[config.mk]
export PLATFORM = sky130hd
export DESIGN_NAME = banked_register_file
export DESIGN_NICKNAME = d
export VERILOG_FILES = /design/src/rtl/regfile_pkg.sv /design/src/rtl/rf_clear_seq.sv /design/src/rtl/banked_register_file.sv
export SDC_FILE = /design/constraint.sdc
export NUM_CORES = 1
export LEC_CHECK = 0
export BUFFER_PORTS_ARGS = -buffer_cell sky130_fd_sc_hd__buf_2
export CAP_MARGIN = 15
export CORE_UTILIZATION = 47
export CTS_CLUSTER_SIZE = 30
export DETAILED_ROUTE_END_ITERATION = 10
export SYNTH_ARGS = -nofsm -noshare
export SYNTH_HDL_FRONTEND = slang
export SYNTH_HIERARCHICAL = 1
export SYNTH_SLANG_ARGS = --single-unit
[constraint.sdc]
create_clock -name clk -period 3.3 [get_ports clk]
set_input_delay 0.495 -clock clk [delete_from_list [all_inputs] [get_ports clk]]
set_output_delay 0.495 -clock clk [all_outputs]
set_load 0.03 [all_outputs]
[src/rtl/regfile_pkg.sv]
// Shared constants, clear-sequencer state type and the logical-to-physical
// register mapping used by the banked register file.
package regfile_pkg;

  localparam int DEF_DATA_W      = 4;
  localparam int DEF_NUM_REGS    = 16;
  localparam int DEF_NUM_BANKS   = 2;
  localparam int DEF_BANKED_REGS = 8;

  typedef enum logic {
    IDLE  = 1'b0,
    CLEAR = 1'b1
  } clr_state_e;

  // Low indices live in a per-bank slice; high indices sit after the last
  // bank slice and are shared by every bank view.
  function automatic int physIndex(input int addr, input int bank,
                                   input int banked_regs, input int num_banks);
    if (addr < banked_regs) begin
      return (bank % num_banks) * banked_regs + addr;
    end
    return banked_regs * (num_banks - 1) + addr;
  endfunction

endpackage

[src/rtl/rf_clear_seq.sv]
// Clear-all sequencer: sweeps every physical entry once, one per cycle,
// and flags the end of the sweep with a single-cycle pulse.
module rf_clear_seq
  import regfile_pkg::*;
#(
  parameter int PHYS_REGS = 24,
  parameter int IDX_W     = 5
) (
  input  logic             clk,
  input  logic             rstN,
  input  logic             clrReq_i,
  output logic             clrActive_o,
  output logic [IDX_W-1:0] clrIdx_o,
  output logic             clrDone_o,
  output clr_state_e       state_o
);

  clr_state_e       state_q, state_d;
  logic [IDX_W-1:0] cnt_q, cnt_d;
  logic             done_q, done_d;

  always_ff @(posedge clk or negedge rstN) begin
    if (!rstN) begin
      state_q <= IDLE;
      cnt_q   <= '0;
      done_q  <= 1'b0;
    end else begin
      state_q <= state_d;
      cnt_q   <= cnt_d;
      done_q  <= done_d;
    end
  end

  always_comb begin
    state_d = state_q;
    cnt_d   = cnt_q;
    done_d  = 1'b0;
    case (state_q)
      IDLE: begin
        if (clrReq_i) begin
          state_d = CLEAR;
          cnt_d   = '0;
        end
      end
      CLEAR: begin
        // clrReq is ignored here; a sweep always runs to completion
        if (cnt_q == IDX_W'(PHYS_REGS - 1)) begin
          state_d = IDLE;
          done_d  = 1'b1;
        end else begin
          cnt_d = cnt_q + IDX_W'(1);
        end
      end
      default: state_d = IDLE;
    endcase
  end

  assign clrActive_o = (state_q == CLEAR);
  assign clrIdx_o    = cnt_q;
  assign clrDone_o   = done_q;
  assign state_o     = state_q;

endmodule

[src/rtl/banked_register_file.sv]
// Index register file with bank-switched low registers, prioritised
// single/increment/pair writes and a multi-cycle clear-all sweep.
module banked_register_file
  import regfile_pkg::*;
#(
  parameter int DATA_W      = DEF_DATA_W,
  parameter int NUM_REGS    = DEF_NUM_REGS,
  parameter int NUM_BANKS   = DEF_NUM_BANKS,
  parameter int BANKED_REGS = DEF_BANKED_REGS,
  localparam int ADDR_W     = $clog2(NUM_REGS),
  localparam int BANK_W     = (NUM_BANKS > 1) ? $clog2(NUM_BANKS) : 1
) (
  input  logic                clk,
  input  logic                rstN,
  input  logic                bankWe,
  input  logic [BANK_W-1:0]   bankSel,
  output logic [BANK_W-1:0]   curBank,
  input  logic                regWe,
  input  logic                incEn,
  input  logic [ADDR_W-1:0]   regAddr,
  input  logic [DATA_W-1:0]   regDin,
  output logic [DATA_W-1:0]   regDout,
  output logic                incWrap,
  input  logic                pairWe,
  input  logic [ADDR_W-1:0]   pairAddr,
  input  logic [2*DATA_W-1:0] pairDin,
  output logic [2*DATA_W-1:0] pairDout,
  input  logic                clrReq,
  output logic                busy,
  output logic                clrDone
);

  localparam int PHYS_REGS = BANKED_REGS * NUM_BANKS + NUM_REGS - BANKED_REGS;
  localparam int PHYS_W    = (PHYS_REGS > 1) ? $clog2(PHYS_REGS) : 1;

  logic [DATA_W-1:0] regs_q [PHYS_REGS];
  logic [DATA_W-1:0] regs_d [PHYS_REGS];
  logic [BANK_W-1:0] bank_q, bank_d;
  logic              wrap_q, wrap_d;

  logic              clr_active;
  logic [PHYS_W-1:0] clr_idx;
  clr_state_e        clr_state;

  logic [ADDR_W-1:0] pair_even, pair_odd;
  logic [PHYS_W-1:0] reg_pi, even_pi, odd_pi;

  rf_clear_seq #(
    .PHYS_REGS(PHYS_REGS),
    .IDX_W    (PHYS_W)
  ) u_clear_seq (
    .clk        (clk),
    .rstN       (rstN),
    .clrReq_i   (clrReq),
    .clrActive_o(clr_active),
    .clrIdx_o   (clr_idx),
    .clrDone_o  (clrDone),
    .state_o    (clr_state)
  );

  // Pair accesses always start on an even index so they never straddle pairs
  assign pair_even = pairAddr & ~ADDR_W'(1);
  assign pair_odd  = pair_even | ADDR_W'(1);

  assign reg_pi  = PHYS_W'(physIndex(int'(regAddr), int'(bank_q), BANKED_REGS, NUM_BANKS));
  assign even_pi = PHYS_W'(physIndex(int'(pair_even), int'(bank_q), BANKED_REGS, NUM_BANKS));
  assign odd_pi  = PHYS_W'(physIndex(int'(pair_odd), int'(bank_q), BANKED_REGS, NUM_BANKS));

  // Later assignments override earlier ones: regWe > incEn > pairWe
  always_comb begin
    regs_d = regs_q;
    if (clr_active) begin
      regs_d[clr_idx] = '0;
    end else begin
      if (pairWe) begin
        regs_d[even_pi] = pairDin[2*DATA_W-1:DATA_W];
        regs_d[odd_pi]  = pairDin[DATA_W-1:0];
      end
      if (incEn) regs_d[reg_pi] = regs_q[reg_pi] + DATA_W'(1);
      if (regWe) regs_d[reg_pi] = regDin;
    end
  end

  always_comb begin
    bank_d = bank_q;
    if (!clr_active && bankWe) bank_d = bankSel;
    wrap_d = !clr_active && incEn && !regWe && (regs_q[reg_pi] == '1);
  end

  always_ff @(posedge clk or negedge rstN) begin
    if (!rstN) begin
      for (int i = 0; i < PHYS_REGS; i++) regs_q[i] <= '0;
      bank_q <= '0;
      wrap_q <= 1'b0;
    end else begin
      regs_q <= regs_d;
      bank_q <= bank_d;
      wrap_q <= wrap_d;
    end
  end

  assign curBank  = bank_q;
  assign incWrap  = wrap_q;
  assign busy     = (clr_state == CLEAR);
  assign regDout  = regs_q[reg_pi];
  assign pairDout = {regs_q[even_pi], regs_q[odd_pi]};

endmodule

Word level (Yosys, flattened, before mapping)
Cells that the tools add are included.
{"block": "word_totals", "regBits": 105, "output_inout_bits": 16, "elab_cells": 114}
{"block": "classes", "n_addsub": 8, "magnitude_cmp": 11, "eq_ne": 4, "mux": 44, "bitwise": 7, "reduce_logical": 11}
{"operator": "2-to-1 mux 96 bit", "n": 6}
{"operator": "bitwise mux 96 bit", "n": 4}
{"operator": "AND 96 bit", "n": 1}
{"operator": "inverter 96 bit", "n": 1}
{"operator": "demux 4 bit (select 5 bit)", "n": 4}
{"operator": "binary-select mux 4 bit (select 5 bit)", "n": 3}
{"operator": "2-to-1 mux 4 bit", "n": 10}
{"operator": "2-to-1 mux 5 bit", "n": 8}
{"operator": "greater-or-equal comparator 6 bit (second input constant)", "n": 4}
{"operator": "less-than comparator 6 x 1 -> 1 bit (second input constant)", "n": 4}
{"operator": "inverter 5 -> 6 bit", "n": 4}
{"operator": "adder 4 x 4 -> 5 bit", "n": 3}
{"operator": "adder 4 x 4 -> 5 bit (first input constant)", "n": 3}
{"operator": "less-than comparator 4 bit (second input constant)", "n": 3}
{"operator": "one-hot mux 5 bit (2 select lines)", "n": 1}
{"operator": "logical AND 1 bit", "n": 8}
{"operator": "2-to-1 mux 1 bit", "n": 7}
{"operator": "adder 5 x 1 -> 5 bit (second input constant)", "n": 1}
{"operator": "== test 5 bit (second input constant)", "n": 1}
{"operator": "adder 4 x 1 -> 4 bit (second input constant)", "n": 1}
{"operator": "== test 4 bit (second input constant)", "n": 1}
{"operator": "!= test 2 bit (second input constant)", "n": 2}
{"operator": "logical NOT 1 bit", "n": 2}
{"operator": "one-hot mux 1 bit (2 select lines)", "n": 1}
{"operator": "2 further kinds", "n": 2}

Depth between registers and ports, before layout
{"block": "logic_depth", "word_depth": 18, "depth_mapped": 14}

Cells and area by module
Netlist, hierarchy kept.
{"module": "banked_register_file", "instances": 1, "cells_each": 947, "area_each_um2": 8550.7, "seq_area_each_um2": 2452.4}
{"module": "rf_clear_seq", "instances": 1, "cells_each": 36, "area_each_um2": 359.1, "seq_area_each_um2": 175.2}

Least setup slack after synthesis
OpenSTA, ideal clock, no wires.
{"block": "synth_path", "path_type": "in2reg", "from": "input port regAddr[1]", "to": "register regs_q[58] in the netlist's numbering", "setup_ns": 0.067, "arrival_ns": 3.136, "path_slack_ns": 0.098, "path_stages": 14, "path_buffers": 5, "cell_sequence": "buf_6 > buf_4 > mux2i_1 > o21ai_0 > o22ai_1 > nor3b_1 > buf_2 > buf_2 > ha_1 > xor2_4 > buf_6 > nor2_1 > a2111oi_0 > a221o_1"}
{"item": "start, declared", "line": "banked_register_file.sv:20", "rtl": "input logic [ADDR_W-1:0] regAddr,"}
{"item": "end signal, assigned", "line": "banked_register_file.sv:96", "rtl": "regs_q <= regs_d;"}
{"item": "end, declared", "line": "banked_register_file.sv:36", "rtl": "logic [DATA_W-1:0] regs_q [PHYS_REGS];"}

Worst setup path after layout
{"block": "layout_path", "from": "register bank_q (netlist: curBank)", "to": "output port regDout[0]"}
{"block": "layout_between", "elab_chain_cells": 7}
{"item": "start, declared", "line": "banked_register_file.sv:38", "rtl": "logic [BANK_W-1:0] bank_q, bank_d;"}
{"item": "start signal, assigned", "line": "banked_register_file.sv:97", "rtl": "bank_q <= bank_d;"}
{"item": "adder 4 x 4 -> 5 bit", "line": "regfile_pkg.sv:20", "rtl": "return (bank % num_banks) * banked_regs + addr;"}
{"item": "2-to-1 mux 5 bit", "line": "regfile_pkg.sv:19", "rtl": "if (addr < banked_regs) begin"}
{"item": "2-to-1 mux 5 bit", "line": "regfile_pkg.sv:22", "rtl": "return banked_regs * (num_banks - 1) + addr;"}
{"item": "inverter 5 -> 6 bit (implied by the code)", "line": "banked_register_file.sv:105", "rtl": "assign regDout = regs_q[reg_pi];"}
{"item": "binary-select mux 4 bit (select 5 bit)", "line": "banked_register_file.sv:105"}
{"item": "2-to-1 mux 4 bit (implied by the code) (2 in series)", "line": "banked_register_file.sv:105"}
{"item": "end, declared", "line": "banked_register_file.sv:22", "rtl": "output logic [DATA_W-1:0] regDout,"}
No other way between the ends. The select of a mux whose other input is x is not followed.

==> flow_metrics.py <==
metrics = {
    "clocking": {
        "post_cts_buffers": 0,
        "numCtsBuffers": 9,
        "path_clk_slew_ps": 80,
        "cts_hold_buffers": 0,
        "insertion_delay_ps": 370,
        "cts_tree": "done",
        "clk_path_buf_depth": 2,
        "h-tree-depth": 3,
        "cts-root-buf": "clkbuf_16",
        "cts_resized": 0,
        "cts_sinks": 105,
    },
    "worst_setup_path": {
        "start_kind": "register",
        "cp-end-kind": "primary output",
        "cp_data_arrival_time_ps": 2730,
        "crit_chain": "nor3b_1 -> a221oi_1 -> nand3_1 -> nor3b_2 -> buf_4 -> buf_2",
        "slowest_delay_ps": 640,
        "worstPathMaxFanout": 29,
        "slowest_stage": "dfrtp_1",
        "setup.worst_path.class": "register to primary output",
        "critPathRequiredTime_ps": 2800,
    },
    "route": {
        "ant_nets": 0,
        "first_iter_violations": 1154,
        "routed_wl_um": 35200,
        "route.detailed.drc": 0,
        "dr.pass1.iters": 9,
        "wl_per_cell_um": 27.7,
        "dr_total_vias": 8971,
        "via_per_inst": 7.05,
    },
    "power": {
        "p_leak_nw": 4.13,
        "p_per_area_nw_per_um2": 736,
        "peakVddDrop_mv": 0.345,
    },
    "global_route": {
        "grt_remaining_overflow": 0,
        "grt_usage_pct": 36.6,
        "grt_first_pass_wirelength_um": 53300,
        "grt_max_degree": 79,
        "antenna_found_initial": 0,
        "grt_pass1_vias": 8320,
    },
    "sta": {
        "maxSlewViolCount": 0,
        "max-slew-margin-rel_pct": 46.6,
        "fin_hold_ws_ps": 174,
        "rsz0062_at_grt": "no",
        "worst_pin_slew_ps": 795,
        "hold_viol_final": 0,
        "period_needed_ps": 3230,
        "fin_crit_sh_pct": 97.8,
        "finClkSkew_ps": 7.55,
        "fmax_ghz": 0.310,
        "setup_violations": 0,
    },
    "final_layout": {
        "final_cells": 1272,
        "syn_to_final_growth_pct": 12.9,
        "fin_area_um2": 10100,
        "nets": 1068,
        "antenna-diode-count": 0,
        "drive_gt1_share_pct": 22.3,
    },
    "place": {
        "portBuffers": 42,
        "place_area_um2": 9750,
        "gp_congestion": 0.960,
        "placed_cells": 1256,
        "dp_hpwl_um": 24200,
    },
    "floorplan": {
        "chipWidth_um": 140,
        "initial_core_util_pct": 48.8,
        "io_pins": 44,
        "coreArea_um2": 18300,
        "die-area_um2": 19500,
        "placementRows": 49,
        "fp.dieH_um": 140,
    },
    "run": {
        "drv_cap": 0,
    },
    "yosys": {
        "synth_area_per_cell_um2": 9.06,
        "synth_area_leaders": "dfrtp_1, mux4_2, mux2i_1",
        "ys_types": 55,
        "yosys.area.top_type": "dfrtp_1",
        "ys_seq_elements": 105,
        "ys_top_cells_by_count": "nor2_1, dfrtp_1, nand2_1",
        "yosys.cell_count.top_type": "nor2_1",
        "ys_seq_area_share_pct": 29.5,
        "syn_inst": 983,
        "synth.top_cell.area_share_pct": 29.5,
        "async_flop_share_pct": 100,
        "syn-num-nets": 1013,
        "ys.flop_type": "dfrtp_1",
        "syn_area_um2": 8910,
        "synth-edff-count": 0,
        "ys.warnings.count": 6,
    },
    "run_status": {
        "status": "completed",
    },
    "min_path": {
        "min_path_type": "primary input to asynchronous set/reset pin",
    },
}
worst max-delay path, delay by kind of cell, from the launching register on:
family	cells	cell delay (ps)
AND/OR/NAND/NOR	3	770
buffers and inverters	2	770
flip-flops	1	640
AO/OA/AOI/OAI	1	170
metal layers:
layer	routed length (µm)	track usage, %	vias up	part of all wire (%)
met1	14600	50.9	4375	41
met3	3640	7.64	93	10
met4	1370	16.6	0	3.9
met5	0	0	-	0
li1	-	-	3919	-
met2	15600	54.6	584	44
path summary, 6_finish.rpt:
| kind | endpoint | slack, ps | cells past startpoint | from |
|---|---|---|---|---|
| min in group clk | curBank | 370 | 2 | bankSel |
| max in group asynchronous | u_clear_seq/clrActive_o | 2330 | 2 | rstN |
| min reg2reg | regs_q[1] | 540 | 2 | regs_q[1] |
| max reg2reg | regs_q[23] | 140 | 9 | curBank |
| max | regDout[0] | 70 | 6 | curBank |
| min | regs_q[94] | 170 | 1 | rstN |
kinds of logic (layout without fill, tap and decap cells):
| family | Yosys count | count (layout) | share of synthesized area [%] |
|---|---|---|---|
| AND/OR/NAND/NOR | 329 | 329 | 17.0 |
| AO/OA/AOI/OAI | 294 | 294 | 23.3 |
| multiplexers | 165 | 165 | 25.1 |
| flip-flops | 105 | 105 | 29.5 |
| buffers and inverters | 85 | 145 | 4.33 |
| XOR/XNOR | 3 | 3 | 0.506 |
| adder cells (fa/ha/maj) | 2 | 2 | 0.281 |
sequential cells by signal, summed over array words and instances, names as in the netlist:
name / count
curBank: 1
incWrap: 1
regs_q: 96
u_clear_seq/clrActive_o: 1
u_clear_seq/clrDone_o: 1
u_clear_seq/clrIdx_o: 5
layout make-up:
class | instances | area (µm²)
Clock buffer | 9 | 225
Timing Repair Buffer | 125 | 913
Fill cell | 1654 | 8210
Inverter | 4 | 15.0
Tap cell | 229 | 287
Multi-Input combinational cell | 793 | 5910
Clock inverter | 7 | 77.6
Sequential cell | 105 | 2630
metrics by stage:
step	utilization [%]	setup WS [ps]	total power, W	TNS, ps
after floorplan	-	97.7	0.00469	0
after global placement	53.4	-123	0.00607	-3430
after detailed placement	53.4	-200	0.00612	-6310
after CTS	55.0	8.68	0.00727	0
after global routing	55.0	19.4	0.00774	0
final	55.0	71.1	0.00740	0
cell usage in the layout, fill, tap and decap left out, types with 9 or more instances in the layout:
cell type | synthesis | layout
dfrtp_1 | 105 | 104
nor2b_1 | 18 | 16
nand2_1 | 99 | 99
a2111oi_0 | 23 | 23
nand3_1 | 21 | 21
buf_4 | 3 | 78
nor2_1 | 111 | 111
and3_1 | 10 | 10
mux2_2 | 39 | 39
nor3b_1 | 17 | 16
a222oi_1 | 12 | 12
buf_2 | 8 | 40
a211oi_1 | 35 | 35
mux4_2 | 40 | 40
nor3_1 | 18 | 18
mux2i_1 | 84 | 84
clkbuf_16 | 0 | 9
o21ai_0 | 76 | 76
o41ai_1 | 20 | 20
a21oi_1 | 56 | 56
a221oi_1 | 11 | 11
a221o_1 | 22 | 22
power breakdown:
part / switching (W) / internal [W]
clock network: 0.000563 / 0.000597
logic: 0.00208 / 0.00163
registers: 0.000758 / 0.00177
total: 0.00340 / 0.00400
(Power assumes the default switching activity.)
